$ cat src/rtl/mux3.sv
// ============================================================================
// Module      : mux3
// Description : 3:1 select with a combinational output and a valid-qualified
//               registered copy; an illegal select is flagged and latched.
// Revision    : 1.0 - initial release
// ============================================================================
`default_nettype none

module mux3 #(
    parameter int WIDTH = 8
) (
    input  logic             clock,
    input  logic             reset,
    input  logic [WIDTH-1:0] d0,
    input  logic [WIDTH-1:0] d1,
    input  logic [WIDTH-1:0] d2,
    input  logic [1:0]       s,
    output logic [WIDTH-1:0] y,
    input  logic             in_valid,
    output logic             sel_err,
    output logic [WIDTH-1:0] y_q,
    output logic             out_valid,
    output logic             err_sticky
);

    localparam logic [1:0] C_SEL_D0  = 2'b00;
    localparam logic [1:0] C_SEL_D1  = 2'b01;
    localparam logic [1:0] C_SEL_D2  = 2'b10;

    logic [WIDTH-1:0] w_y;
    logic             w_sel_err;
    logic [WIDTH-1:0] r_y_q;
    logic             r_out_valid;
    logic             r_err_sticky;

    // The illegal select drives zeros, so y_q captures zeros for it as well.
    always_comb begin
        w_y       = '0;
        w_sel_err = 1'b0;
        case (s)
            C_SEL_D0: w_y = d0;
            C_SEL_D1: w_y = d1;
            C_SEL_D2: w_y = d2;
            default:  w_sel_err = 1'b1;
        endcase
    end

    always_ff @(posedge clock) begin
        if (reset) begin
            r_y_q        <= '0;
            r_out_valid  <= 1'b0;
            r_err_sticky <= 1'b0;
        end else begin
            r_out_valid <= in_valid;
            if (in_valid) begin
                r_y_q <= w_y;
                if (w_sel_err) begin
                    r_err_sticky <= 1'b1;
                end
            end
        end
    end

    assign y          = w_y;
    assign sel_err    = w_sel_err;
    assign y_q        = r_y_q;
    assign out_valid  = r_out_valid;
    assign err_sticky = r_err_sticky;

endmodule

`default_nettype wire

$ cat config.mk
export PLATFORM = sky130hd
export DESIGN_NAME = mux3
export DESIGN_NICKNAME = d
export VERILOG_FILES = /design/src/rtl/mux3.sv
export SDC_FILE = /design/constraint.sdc
export NUM_CORES = 1
export LEC_CHECK = 0
export BUFFER_PORTS_ARGS = -buffer_cell sky130_fd_sc_hd__buf_2
export CELL_PAD_IN_SITES_DETAIL_PLACEMENT = 1
export CELL_PAD_IN_SITES_GLOBAL_PLACEMENT = 1
export CORE_MARGIN = 4
export CORE_UTILIZATION = 25
export DETAILED_ROUTE_END_ITERATION = 10
export GPL_ROUTABILITY_DRIVEN = 0
export PLACE_DENSITY = 0.82
export RECOVER_POWER = 50
export SLEW_MARGIN = 20
export SYNTH_ARGS = -nofsm -noshare
export SYNTH_HDL_FRONTEND = slang
export SYNTH_SLANG_ARGS = --single-unit
$ cat constraint.sdc
create_clock -name clock -period 1.3 [get_ports clock]
set_clock_uncertainty 0.15 [all_clocks]
set_input_delay 0.195 -clock clock [delete_from_list [all_inputs] [get_ports clock]]
set_output_delay 0.195 -clock clock [all_outputs]
set_load 0.005 [all_outputs]
After elaboration in Yosys (flattened, before gate mapping)
Cells that the tools add are included.
{"block": "totals", "register_bits": 10, "in_bits": 29}
{"block": "op_classes", "n_eq_ne": 2, "muxes": 2, "bitwise": 1, "n_reduce_logical": 3}
{"op": "$pmux 8 s3", "count": 1}
{"op": "$reduce_or 3->1", "count": 1}
{"op": "$eq 2x1->1 const B", "count": 1}
{"op": "$eq 2x2->1 const B", "count": 1}
{"op": "$logic_not 2->1", "count": 1}
{"op": "$reduce_and 2->1", "count": 1}
{"op": "$mux 1", "count": 1}
{"op": "$not 1->1", "count": 1}

Logic depth before layout (Yosys ltp)
Gate-level depths: netlist of run 1.
{"block": "depth", "word_depth": 4, "mapped_depth": 5, "mapped_depth_nobuf": 3}

Worst setup path after synthesis of run 1
OpenSTA, ideal clock, no wires.
{"block": "synth_timing", "path_kind": "input to register", "start": "input port s[1]", "end": "register r_y_q[0] (netlist: y_q[0])", "setup_ns": 0.088, "arrival_time_ns": 0.868, "required_ns": 1.062, "path_slack_ns": 0.194, "path_stages": 5, "cell_sequence": "buf_6 -> nor2b_1 -> buf_4 -> nand2_1 -> a311oi_2"}
{"block": "synth_between", "elab_chain_cells": 2}
{"item": "from (decl)", "line_no": "17", "source": "input logic [1:0] s,"}
{"item": "$eq 2x2->1, or another cell as far along", "line_no": "40", "source": "case (s)"}
{"item": "$pmux 8 s3 (*)", "line_no": "40"}
{"item": "to (signal assigned)", "line_no": "56", "source": "r_y_q <= w_y;"}
{"item": "to (decl)", "line_no": "32", "source": "logic [WIDTH-1:0] r_y_q;"}
Mark *: on every way between the ends. The rest lies on a longest branch, timed or not.
A chain may end at the register's enable or synchronous reset.

Worst setup path after layout of run 1
{"block": "layout_timing", "start": "input port s[1]", "end": "output port y[4]"}
{"block": "layout_between", "elab_chain_cells": 2}
{"item": "$eq 2x2->1, or another cell as far along", "line_no": "40"}
{"item": "$pmux 8 s3 (*)", "line_no": "40"}
{"item": "to (decl)", "line_no": "18", "source": "output logic [WIDTH-1:0] y,"}
Marks and branches as above.

==> results.tsv, run 1 <==
metric	value	unit
status	complete, no violations	
worst_ir_drop_vdd	0.385	mV
synth-async-reset-ratio	0	
diodes	0	
r2r_start	y_q[7]	
p_per_area	923	nW/um2
synth_compound_area_frac	0.208	
crit_path_end_kind	primary output	
nFillCells	300	
r2r_cells	2	
whs_path_depth	3	
cts.clk_slew.worst_paths	0.07	ns
synth-edff-count	0	
worst_ep_arrival_time	0.88	ns
relSlewSlack	0.762	
fin_area	905	um2
start_util	0.266	
maxCapViolations	0	
port_buffers	47	
synth_top_area_share	0.333	
yosys_warnings	0	
route.detailed.drc	0	
clock_sinks	10	
grt_util_all_layers	0.130	
synth_xor_xnor_area_share	0	
synth-adder-area-share	0	
highest_layer	met3	
die_h	57.0	um
path_class	in -> out	
timing.rr.end	y_q[7]	
ant_nets	0	
vias	669	
clk_latency	0.26	ns
yosysUniqueCellTypes	13	
grt_start_max_net_pins	19	
period_share	0.945	
layout-drive-gt1-share	0.521	
leakagePower	0.480	nW
ctsHtreeMaxLevel	1	
root_buffer	clkbuf_4	
first_pass_iters	3	
drtIter0Drc	12	
synthTopCellsByArea	dfxtp_1, a311oi_2, mux2i_1, nand2_1, or2_1	
cts_tree	built	
route.met2.wl	1.09	mm
dp_hpwl	1.68	mm
cts_buffers	3	
routedLengthMet1	788	um
grt_pass1_wl	3.31	mm
max_freq	814	MHz
p_total	0.835	mW
synth_area	601	um2
via_per_inst	4.61	
fin_nets	147	
ys_seq_elements	10	
placementRows	17	
synth_nets	97	
hold_path_class	in -> reg	
dieWidth	57.0	um
hold_end	y_q[5]	
ys_seq_area_frac	0.333	
grt_pass1_vias	741	
drv_slew	0	
multi_input_area	359	um2
clockBufferDepth	2	
rrSetupSlack	0.39	ns
muxShareOfSynthArea	0.133	
yosysMostFrequentCell	nand2_1	
core_area	2250	um2
dr_wl_met3	152	um
worst_pin_slew	0.356	ns
period_needed	1.23	ns
synth_top_flop_cell	dfxtp_1	
die_area	3250	um2
io_pins	48	
setup_viol	0	
yosys.area.top_type	dfxtp_1	
required	0.95	ns
drt_wl_total	2.03	mm
startpoint_type	primary input	
avgRoutedWirePerCell	14.0	um
synth_area_per_cell	8.83	um2
antenna_found_initial	0	
dpl-instance-area	846	um2
synth-simple-area-share	0.271	
grt.overflow.total	0	
register_area	200	um2
synth_top_family_by_area	simple AND/OR/NAND/NOR gates	
synth_commonest_cells	nand2_1, dfxtp_1, nor2_1	
areaGrowthSynthToFinish	50.6	%
worstPathMaxFanout	10	
synth_cells	68	
finalHoldViolations	0	
min_from	d1[5]	
[state kept, by name (all words and copies together) (netlist names)]
name and cells:
err_sticky 1, y_q 8, out_valid 1
[metal layers]
layer  track usage  up-vias
met5             0        -
met4        0.0497        0
met3        0.0339        0
met2         0.235       25
met1         0.145      312
li1              -      332
[cell type report]
class	instances	area share
clock buffers	4	0.0401
multi-input cells	53	0.397
flip-flops and latches	10	0.221
well taps	28	0.0387
repair buffers	50	0.303
[logic make-up after synthesis]
logic type / after synthesis
mux: 8
compound gates: 9
buf+inv: 5
flops: 10
simple gates: 36
[cell usage in the layout, fill, tap and decap left out, types with 3 or more instances in the layout]
cell type  count
nor2_1         9
a311oi_1       3
buf_2         45
or2_1          8
buf_4          3
clkbuf_4       3
a311oi_2       5
dfxtp_1       10
nand2_1       15
mux2i_1        8
[worst max-delay path, stage by stage]
cell	delay, ns
buf_8	0.13
mux2i_1	0.11
or2_1	0.26
nand2_1	0.08
buf_2	0.11
[through the flow]
stage | instances | utilization | hold WS (ns) | TNS, ns | setup WS, ns
after global routing | 145 | 0.401 | 0.0942 | -0.0146 | -0.0146
after detailed placement | 139 | 0.375 | 0.327 | -0.337 | -0.0648
after global placement | 139 | 0.375 | 0.308 | -0.0381 | -0.0168
after floorplan | 68 | - | 0.256 | 0 | 0.194
final | 145 | 0.401 | 0.0895 | 0 | 0.0711
after CTS | 143 | 0.393 | 0.0913 | 0 | 0.00348
[worst max path at each step]
stage,from,end,cells past startpoint
after floorplan,s[1],y_q[0],5
after global placement,s[1],y[7],6
after detailed placement,s[1],y[7],5
after CTS,s[1],y[7],6
after global routing,s[1],y[4],5
final,s[1],y[4],5
[what timing repair did]
action                     4_1_cts  5_1_grt
buffers inserted                 0        2
hold buffers                     0        0
gates resized for setup          2        6
cloned                           0        0
setup endpoints to repair        8        8
pin swaps                        0        2
[power breakdown]
| part | leakage (nW) | switching (mW) | total, mW | internal (mW) |
|---|---|---|---|---|
| clock network | 0.0210 | 0.108 | 0.277 | 0.170 |
| registers | 0.0829 | 0.00970 | 0.337 | 0.327 |
| logic | 0.376 | 0.105 | 0.220 | 0.115 |
(Power assumes the default switching activity.)
==> run 2, diff against run 1 <==
--- a/config.mk
+++ b/config.mk
@@ -5,14 +5,14 @@
 export SDC_FILE = /design/constraint.sdc
 export NUM_CORES = 1
 export LEC_CHECK = 0
-export BUFFER_PORTS_ARGS = -buffer_cell sky130_fd_sc_hd__buf_2
 export CELL_PAD_IN_SITES_DETAIL_PLACEMENT = 1
 export CELL_PAD_IN_SITES_GLOBAL_PLACEMENT = 1
 export CORE_MARGIN = 4
-export CORE_UTILIZATION = 25
+export CORE_UTILIZATION = 39
 export DETAILED_ROUTE_END_ITERATION = 10
+export DONT_BUFFER_PORTS = 1
 export GPL_ROUTABILITY_DRIVEN = 0
-export PLACE_DENSITY = 0.82
+export PLACE_DENSITY = 0.78
 export RECOVER_POWER = 50
 export SLEW_MARGIN = 20
 export SYNTH_ARGS = -nofsm -noshare
==> run 2 against run 1 <==
The run now ends with hold timing left. Cell count is 42% lower. Sequential share of layout area increased by 9.8 points. Sequential cell count unchanged. Clock power is 29% lower. Hold slack lost 0.19 ns. Power fell by 22%. Count of clock-buffer cells in the layout is 1 lower. Die area is 31% lower. Sequential power is 2% higher.
==> results.tsv, run 2 (synthesis results as in run 1) <==
metric	value	unit	change
status	complete, but fails checks		
violations	hold timing		
period_share	0.916		-0.0294
cts_hold_buf	1		+1
fin_nets	100		-32%
route.met2.wl	725	um	-33%
leakagePower	0.257	nW	-46%
worst_pin_slew	0.541	ns	+0.185 ns
crit_buf_inv	1		-1
first_pass_iters	4		+1
max_freq	840	MHz	+3.2%
dp_cells	80		-42%
cts.clk_slew.worst_paths	0.06	ns	about the same
sw_frac_of_total	0.250		-0.0154
mostFrequentLayoutCell	nand2_1		
clockBufferDepth	2		unchanged
setup-tns-final	0	ns	unchanged
dieWidth	47.2	um	-17%
finalHoldViolations	10		+10
clock_sinks	10		unchanged
period_needed	1.19	ns	-0.0383 ns
avgRoutedWirePerCell	17.5	um	+25%
r2r_start	y_q[6]		
grt_start_max_net_pins	19		unchanged
critPathMaxStageDelay	0.88	ns	+0.62 ns
grt_util_all_layers	0.143		+0.0132
grt_pass1_vias	512		-31%
routedLengthMet1	518	um	-34%
holdWs	-0.101	ns	-0.190 ns
core_area	1380	um2	-39%
largest_register_ffs	8		unchanged
highest_layer	met4		
grt_pass1_wl	2.23	mm	-33%
antenna_found_initial	0		unchanged
p_per_area	1040	nW/um2	+12%
via_per_inst	5.79		+25%
die_h	47.2	um	-17%
startpoint_type	primary input		
root_buffer	clkbuf_4		
cts_buffers	3		unchanged
relSlewSlack	0.638		-0.124
cts_setup_buffers	0		unchanged
dr_wl_met3	201	um	+32%
cts_tree	built		
grt_setup_unrepaired	no		
dp_slack	0.219	ns	+0.284 ns
ctsHtreeMaxLevel	1		unchanged
areaGrowthSynthToFinish	4.37	%	
power.switching	0.163	mW	-27%
hold_end	y_q[0]		
start_util	0.434		+0.168
ctsResizeCount	0		-2
worst_ir_drop_vdd	0.358	mV	-7.2%
diodes	0		unchanged
worst_ep_arrival_time	1.17	ns	+0.29 ns
min_from	in_valid		
crit_family	buffers and inverters		
final_cell_mix	nand2_1, dfxtp_1, nor2_1		
r2r_cells	2		unchanged
power_frac_comb	0.167		-0.097
maxCapViolations	0		unchanged
crit_path_end_kind	flip-flop		
layout-drive-gt1-share	0.159		-0.362
ant_nets	0		unchanged
io_pins	48		unchanged
critical-path-slowest-cell	dlygate4sd3_1		
clk_latency	0.25	ns	about the same
seqPwrFrac	0.528		+0.124
rrSetupSlack	0.40	ns	about the same
port_buffers	0		-100%
setup_viol	0		unchanged
p_clk_frac	0.305		-0.027
drtIter0Drc	9		-3
drt_wl_total	1.47	mm	-28%
drv_slew	0		unchanged
hold_path_class	in -> reg		
worstPathMaxFanout	10		unchanged
timing.final.ws_setup	0.109	ns	+0.0383 ns
required	1.28	ns	+0.33 ns
p_total	0.649	mW	-22%
placementRows	13		-4
path_cells	dlygate4sd3_1 -> nor2_1		
path_class	in -> reg		
p_int	0.487	mW	-21%
timing.rr.end	y_q[6]		
whs_path_depth	1		-2
die_area	2230	um2	-31%
grt.overflow.total	0		unchanged
vias	486		-27%
fin_cells	84		-42%
route.detailed.drc	0		unchanged
run 2: layout make-up:
type                       count  area, um2
tap                           15       18.8
multi-input combinational     53        368
timing repair buffer           3       17.5
clock buffer                   3       22.5
sequential                    10        200
fill                         168        756
run 2: power by group through the flow:
stage	combinational [mW]	clock [mW]	sequential, mW
after floorplan	0.112	0	0.346
after global placement	0.102	0	0.350
after detailed placement	0.105	0	0.351
after CTS	0.114	0.209	0.344
after global routing	0.123	0.225	0.346
final	0.109	0.198	0.343
run 2: worst max-delay path by stage:
stage / start / end / slack, ns / cells past startpoint
after CTS: reset / err_sticky / 0.1 / 2
final: reset / err_sticky / 0.11 / 2
after detailed placement: s[0] / y_q[4] / 0.22 / 4
after global placement: s[0] / y_q[7] / 0.26 / 4
after global routing: reset / err_sticky / 0.07 / 2
after floorplan: s[1] / y_q[0] / 0.19 / 5
run 2: per-layer routing:
| metal | vias up | track usage |
|---|---|---|
| met2 | 30 | 0.241 |
| met5 | - | 0 |
| met3 | 2 | 0.0460 |
| met1 | 218 | 0.156 |
| li1 | 236 | - |
| met4 | 0 | 0.0829 |
run 2: through the flow:
stage | instance area [um2] | utilization
final | 627 | 0.453
after global routing | 627 | 0.453
after CTS | 634 | 0.459
after detailed placement | 602 | 0.435
after global placement | 602 | 0.435
after floorplan | 601 | -
